===== config.mk =====
export PLATFORM = sky130hd
export DESIGN_NAME = spdif_tx
export DESIGN_NICKNAME = d
export VERILOG_FILES = /design/src/rtl/spdif_pkg.sv /design/src/rtl/spdif_bmc.sv /design/src/rtl/spdif_tx.sv
export SDC_FILE = /design/constraint.sdc
export NUM_CORES = 1
export LEC_CHECK = 0
export ABC_CLOCK_PERIOD_IN_PS = 2650
export BUFFER_PORTS_ARGS = -buffer_cell sky130_fd_sc_hd__buf_4
export CORE_MARGIN = 2
export CORE_UTILIZATION = 55
export DETAILED_ROUTE_END_ITERATION = 6
export PLACE_DENSITY = 0.75
export SETUP_SLACK_MARGIN = 0.02
export SLEW_MARGIN = 20
export SYNTH_ARGS = -nofsm -noshare
export SYNTH_HDL_FRONTEND = slang
export SYNTH_SLANG_ARGS = --single-unit

===== constraint.sdc =====
create_clock -name mclk -period 2.65 [get_ports mclk]
set_input_delay 0.1325 -clock mclk [delete_from_list [all_inputs] [get_ports mclk]]
set_output_delay 0.1325 -clock mclk [all_outputs]
set_load 0.005 [all_outputs]

===== src/rtl/spdif_pkg.sv =====
// Shared constants for the S/PDIF consumer transmitter: preambles, slot map,
// channel-status layout and frame/block sizes.
package spdif_pkg;

  localparam int CELLS_PER_FRAME  = 128;
  localparam int FRAMES_PER_BLOCK = 192;

  // Preamble cell patterns assuming the line sat at 0 before the preamble
  localparam logic [7:0] PRE_B = 8'b11101000;
  localparam logic [7:0] PRE_M = 8'b11100010;
  localparam logic [7:0] PRE_W = 8'b11100100;

  typedef enum logic [1:0] {
    PRE_SEL_B,
    PRE_SEL_M,
    PRE_SEL_W
  } pre_sel_t;

  localparam int SLOT_AUX       = 4;
  localparam int SLOT_AUDIO_LSB = 12;
  localparam int SLOT_AUDIO_MSB = 27;
  localparam int SLOT_V         = 28;
  localparam int SLOT_U         = 29;
  localparam int SLOT_C         = 30;
  localparam int SLOT_P         = 31;

  localparam int CS_PRO    = 0;
  localparam int CS_DATA   = 1;
  localparam int CS_COPY   = 2;
  localparam int CS_FS_LSB = 24;

  function automatic logic cs_bit(input logic [7:0] frame, input logic copy_ok,
                                  input logic [3:0] fs);
    logic b;
    b = 1'b0;
    if (frame == 8'(CS_COPY))
      b = copy_ok;
    else if (frame >= 8'(CS_FS_LSB) && frame < 8'(CS_FS_LSB + 4))
      b = fs[2'(frame - 8'(CS_FS_LSB))];
    return b;
  endfunction

endpackage


===== src/rtl/spdif_bmc.sv =====
// Biphase-mark line coder: owns the line level and drives the registered
// S/PDIF output one cell per tick.
module spdif_bmc
  import spdif_pkg::*;
(
  input  logic       mclk,
  input  logic       rst,
  input  logic       tick,
  input  logic [5:0] sub_cell,
  input  pre_sel_t   pre_sel,
  input  logic       slot_bit,
  output logic       spdif
);

  logic       line_reg;
  logic       inv_reg;
  logic       line_next;
  logic [7:0] pattern;

  always_comb begin
    pattern   = PRE_B;
    line_next = line_reg;
    case (pre_sel)
      PRE_SEL_M: pattern = PRE_M;
      PRE_SEL_W: pattern = PRE_W;
      default:   pattern = PRE_B;
    endcase
    // Preamble cells are inverted when the line entered the preamble high
    if (sub_cell[5:3] == 3'd0)
      line_next = pattern[~sub_cell[2:0]] ^ ((sub_cell[2:0] == 3'd0) ? line_reg : inv_reg);
    else if (!sub_cell[0])
      line_next = ~line_reg;
    else if (slot_bit)
      line_next = ~line_reg;
  end

  always_ff @(posedge mclk) begin
    if (rst) begin
      line_reg <= 1'b0;
      inv_reg  <= 1'b0;
    end else if (tick) begin
      line_reg <= line_next;
      if (sub_cell == 6'd0)
        inv_reg <= line_reg;
    end
  end

  assign spdif = line_reg;

endmodule


===== src/rtl/spdif_tx.sv =====
// S/PDIF consumer transmitter: cell/frame counters, sample buffering, channel
// status and parity. Optional macro SPDIF_VALIDITY_EN marks underrun frames V=1.
module spdif_tx
  import spdif_pkg::*;
#(
  parameter int         CLK_DIV = 4,
  parameter logic       COPY_OK = 1'b1,
  parameter logic [3:0] CS_FS   = 4'b0011
) (
  input  logic        mclk,
  input  logic        rst,
  input  logic [31:0] data,
  input  logic        dtr,
  output logic        drq,
  output logic        spdif,
  output logic        underrun
);

  localparam int DIV_W = (CLK_DIV > 1) ? $clog2(CLK_DIV) : 1;

  logic [DIV_W-1:0] div_reg;
  logic [6:0]       cell_reg;
  logic [7:0]       frame_reg;
  logic [31:0]      hold_reg;
  logic [31:0]      frame_buf_reg;
  logic             pending_reg;
  logic             drq_reg;
  logic             underrun_reg;
`ifdef SPDIF_VALIDITY_EN
  logic             starve_reg;
`endif

  logic        tick;
  logic        div_wrap;
  logic        latch;
  logic [4:0]  slot;
  logic [15:0] sample;
  logic        v_bit;
  logic        c_bit;
  logic        parity;
  logic        slot_bit;
  pre_sel_t    pre_sel;

  assign tick     = (div_reg == '0);
  assign div_wrap = (div_reg == DIV_W'(CLK_DIV - 1));
  assign latch    = tick && (cell_reg == 7'd0);

  always_ff @(posedge mclk) begin
    if (rst) begin
      div_reg       <= '0;
      cell_reg      <= 7'd0;
      frame_reg     <= 8'd0;
      hold_reg      <= 32'd0;
      frame_buf_reg <= 32'd0;
      pending_reg   <= 1'b0;
      drq_reg       <= 1'b0;
      underrun_reg  <= 1'b0;
`ifdef SPDIF_VALIDITY_EN
      starve_reg    <= 1'b0;
`endif
    end else begin
      div_reg <= div_wrap ? '0 : div_reg + DIV_W'(1);
      if (div_wrap) begin
        cell_reg <= cell_reg + 7'd1;
        if (cell_reg == 7'(CELLS_PER_FRAME - 1))
          frame_reg <= (frame_reg == 8'(FRAMES_PER_BLOCK - 1)) ? 8'd0 : frame_reg + 8'd1;
      end
      drq_reg <= latch;
      if (dtr)
        hold_reg <= data;
      // A strobe on the latch cycle is consumed straight into the frame
      if (latch) begin
        frame_buf_reg <= dtr ? data : hold_reg;
        pending_reg   <= 1'b0;
        if (!pending_reg && !dtr)
          underrun_reg <= 1'b1;
`ifdef SPDIF_VALIDITY_EN
        starve_reg <= !pending_reg && !dtr;
`endif
      end else if (dtr) begin
        pending_reg <= 1'b1;
      end
    end
  end

  always_comb begin
    slot     = cell_reg[5:1];
    sample   = cell_reg[6] ? frame_buf_reg[15:0] : frame_buf_reg[31:16];
    v_bit    = 1'b0;
`ifdef SPDIF_VALIDITY_EN
    if (starve_reg) begin
      sample = 16'd0;
      v_bit  = 1'b1;
    end
`endif
    c_bit    = cs_bit(frame_reg, COPY_OK, CS_FS);
    parity   = ^sample ^ v_bit ^ c_bit;
    slot_bit = 1'b0;
    if (slot >= 5'(SLOT_AUDIO_LSB) && slot <= 5'(SLOT_AUDIO_MSB))
      slot_bit = sample[4'(slot - 5'(SLOT_AUDIO_LSB))];
    else if (slot == 5'(SLOT_V))
      slot_bit = v_bit;
    else if (slot == 5'(SLOT_C))
      slot_bit = c_bit;
    else if (slot == 5'(SLOT_P))
      slot_bit = parity;
    if (cell_reg[6])
      pre_sel = PRE_SEL_W;
    else if (frame_reg == 8'd0)
      pre_sel = PRE_SEL_B;
    else
      pre_sel = PRE_SEL_M;
  end

  spdif_bmc u_bmc (
    .mclk     (mclk),
    .rst      (rst),
    .tick     (tick),
    .sub_cell (cell_reg[5:0]),
    .pre_sel  (pre_sel),
    .slot_bit (slot_bit),
    .spdif    (spdif)
  );

  assign drq      = drq_reg;
  assign underrun = underrun_reg;

endmodule


==> impl_summary.log <==
[metrics] run status: completed
[metrics] vias in the first global route: 2856
[metrics] post-route insts no fill: 546
[metrics] number of CTS-inserted buffers: 9
[metrics] number of max-cap violations: 0
[metrics] Diodes inserted: 0
[metrics] critical register-to-register path endpoint: u_bmc.spdif
[metrics] Synth Instances: 417
[metrics] register bit count reported by yosys: 86
[metrics] placed wire-length estimate: 5350 um
[metrics] number of warning messages in the yosys log: 0
[metrics] insertion delay to the later sink of the worst-skew pair: 0.35 ns
[metrics] worst relative slew slack: 44.3%
[metrics] met3 wire len: 308 um
[metrics] final wirelength: 7870 um
[metrics] multiplexer share of the synthesized area: 16.0%
[metrics] maximum vdd drop: 0.000440 V
[metrics] number of stages on the worst hold path: 3
[metrics] post-placement cell area: 4300 um^2
[metrics] async set or reset register ratio after synthesis: 0%
[metrics] XOR/XNOR share of the synthesized area: 8.18%
[metrics] Syn Std Cell Area: 3960 um^2
[metrics] final setup violation count: 0
[metrics] Synth top cells by count: sky130_fd_sc_hd__nor2_1, sky130_fd_sc_hd__dfxtp_1, sky130_fd_sc_hd__mux2i_1, sky130_fd_sc_hd__a211oi_1, sky130_fd_sc_hd__xor2_1
[metrics] Post-synth EDFFs: 0
[metrics] Chip Width: 88.9 um
[metrics] first-iteration detailed-routing DRC count: 191
[metrics] depth of the worst register-to-register path: 7
[metrics] count of unique library cells instantiated by Yosys: 43
[metrics] DRC Markers: 0
[metrics] Final Net Count: 490
[metrics] share of the synthesized area in compound gates (AO/OA/AOI/OAI): 10.7%
[metrics] worst min-delay path category: in -> reg
[metrics] fraction of post-synthesis cell area in the top cell type by area: 43.5%
[metrics] metal1 wirelength: 3610 um
[metrics] number of buffers on the longest clock path: 2
[metrics] type of the worst setup path: reg -> reg
[metrics] largest family of logic cells by synthesized area: multiplexers
[metrics] Detail Route met2 WL: 3880 um
[metrics] reported leakage power: 1.97 nW
[metrics] post-route minimum period: 2.49 ns
[metrics] post-synthesis simple-gate area fraction: 14.2%
[metrics] routed vias/inst: 5.46
[metrics] maximum number of pins on one net before global-route repair: 85
[metrics] leading cell type by number of instances after synthesis: sky130_fd_sc_hd__nor2_1
[metrics] CTS tree: done
[metrics] Post-Synthesis Net Count: 462
[metrics] Area Overhead vs Synth: 14.1%
[metrics] I/O Pins: 38
[metrics] launch instance of the worst register-to-register path: cell_reg[1]
[metrics] Setup TNS: 0 ns
[metrics] post-route clock period utilization: 94.0%
[metrics] data required time at the worst endpoint: 2.95 ns
[metrics] routed wirelength normalized by instance count: 14.4 um
[metrics] total number of vias: 2981
[metrics] initial cell density of the core: 57.7%
[metrics] Clock Root Buffer: sky130_fd_sc_hd__clkbuf_8
[metrics] final estimated routing congestion in global placement: 0.867
[metrics] Post-synth top flop: sky130_fd_sc_hd__dfxtp_1
[metrics] total placed cells including tap cells: 527
[metrics] type of origin of the critical path: register
[metrics] clk slew on worst S/H paths: 0.10 ns
[metrics] Overall Power: 3.11 mW
[metrics] CP max FO: 8
[metrics] die height: 88.9 um
[metrics] synthesized area per cell: 9.50 um^2
[metrics] termination of the worst setup path: u_bmc.spdif
[metrics] Std-Cell Core Area: 6870 um^2
[metrics] overall die area: 7900 um^2
[metrics] element type at the critical path end: register
[metrics] GR Overflow Total: 0
[metrics] fin. max-slew vios: 0
[metrics] number of iterations in the first detailed-routing pass: 4
[metrics] Yosys top cell by area: sky130_fd_sc_hd__dfxtp_1
[metrics] Worst-Margin Slew: 0.836 ns
[metrics] register-to-register setup slack: 0.16 ns
[metrics] sequential-to-total area share from yosys stat: 43.5%
[metrics] unrepaired setup endpoints after global routing: false
[metrics] fraction of layout cells with a size suffix above 1: 15.3%
[metrics] Cell Pwr Density: 688 nW/um^2
[metrics] maximum clock rate: 402 MHz
[metrics] H-tree depth: 3
[metrics] adder and majority gate portion of the synthesized area: 3.16%
[metrics] ANT nets after route: 0
[metrics] Tot GR Track Use: 21.6%
[metrics] start point of the critical path: cell_reg[1]
[metrics] final hold violation count: 0
[metrics] data arrival time of the worst path: 2.79 ns
[metrics] Top Layer Used: met4
[metrics] antenna violations before repair: 0
[metrics] area of all placed cells without fillers: 4520 um^2
[metrics] layout filler cell count: 554
[metrics] port buffer count: 37
[metrics] first-pass GRT wire length: 13200 um
[metrics] number of sinks handled by clock tree synthesis: 86
[metrics] post-CTS resize count: 0
[metrics] Core Rows: 30
[metrics] Worst Skew: 0.0123 ns
[metrics] cell types with the largest area share after synthesis: sky130_fd_sc_hd__dfxtp_1, sky130_fd_sc_hd__mux2i_1, sky130_fd_sc_hd__nor2_1, sky130_fd_sc_hd__a211oi_1, sky130_fd_sc_hd__xor2_1
[metrics] core utilization of the finished layout: 65.8%
metrics by stage:
stage,hold slack [ns],setup slack (ns)
after global placement,0.397,0.262
after CTS,0.0171,0.175
after detailed placement,0.405,0.192
final,0.0328,0.160
after global routing,0.0295,0.0598
after floorplan,0.296,0.401
layout make-up:
| cell class | count | area (um^2) | area share [%] |
|---|---|---|---|
| Clock buffer | 9 | 124 | 2.74 |
| Clock inverter | 7 | 60.1 | 1.33 |
| Inverter | 11 | 41.3 | 0.914 |
| Multi-Input combinational cell | 291 | 2080 | 46.0 |
| Sequential cell | 86 | 1720 | 38.1 |
| Tap cell | 96 | 120 | 2.66 |
| Timing Repair Buffer | 46 | 375 | 8.31 |
layout by cell type (no fill, tap or decap), types with 5 or more instances in the layout:
cell type and instances:
sky130_fd_sc_hd__nand4_1 5, sky130_fd_sc_hd__clkbuf_8 9, sky130_fd_sc_hd__buf_4 44, sky130_fd_sc_hd__inv_1 10, sky130_fd_sc_hd__xnor2_1 17, sky130_fd_sc_hd__inv_6 5
sky130_fd_sc_hd__xor2_1 20, sky130_fd_sc_hd__dfxtp_1 86, sky130_fd_sc_hd__nand2_1 12, sky130_fd_sc_hd__nor2_1 96, sky130_fd_sc_hd__a21oi_1 7, sky130_fd_sc_hd__nor3_1 7
sky130_fd_sc_hd__mux2i_1 45, sky130_fd_sc_hd__a211oi_1 33, sky130_fd_sc_hd__ha_1 10
worst max-delay path, stage by stage (launching register included):
cell and delay (ns):
sky130_fd_sc_hd__dfxtp_1 0.55, sky130_fd_sc_hd__mux4_1 0.60, sky130_fd_sc_hd__mux4_2 0.47, sky130_fd_sc_hd__nand3b_1 0.10
sky130_fd_sc_hd__o31ai_1 0.08, sky130_fd_sc_hd__a32o_1 0.23, sky130_fd_sc_hd__a2111o_1 0.36, sky130_fd_sc_hd__nand2_1 0.06
where the power goes:
| group | total [mW] | switching [mW] | internal, mW |
|---|---|---|---|
| clock network | 0.871 | 0.509 | 0.363 |
| registers | 1.54 | 0.116 | 1.42 |
| logic | 0.700 | 0.346 | 0.354 |
| total | 3.11 | 0.971 | 2.14 |
timing repair:
item                       4_1_cts  5_1_grt
setup buffers                    0        2
hold buffers                     0        0
setup endpoints to repair        0        4
worst min-delay path by stage:
stage,slack (ns),start,to
2_1_floorplan,0.30,rst,u_bmc.spdif
3_3_place_gp,0.40,data[22],hold_reg[22]
3_5_place_dp,0.40,data[22],hold_reg[22]
4_1_cts,0.02,data[22],hold_reg[22]
5_1_grt,0.03,data[5],hold_reg[5]
6_report,0.03,data[24],hold_reg[24]
kinds of logic (layout without fill, tap and decap cells):
| family | count (synthesis) | after routing |
|---|---|---|
| AO/OA/AOI/OAI | 57 | 57 |
| XOR/XNOR | 37 | 37 |
| adder cells (fa/ha/maj) | 10 | 10 |
| buffers and inverters | 40 | 73 |
| flip-flops | 86 | 86 |
| multiplexers | 53 | 53 |
| AND/OR/NAND/NOR | 134 | 134 |
per-layer routing:
metal	vias to the layer above	global-route usage, %
met4	0	6.75
met5	-	0
met1	1409	27.7
li1	1504	-
met3	6	6.25
met2	62	35.3
No activity file was read; power rests on OpenSTA's default activity.
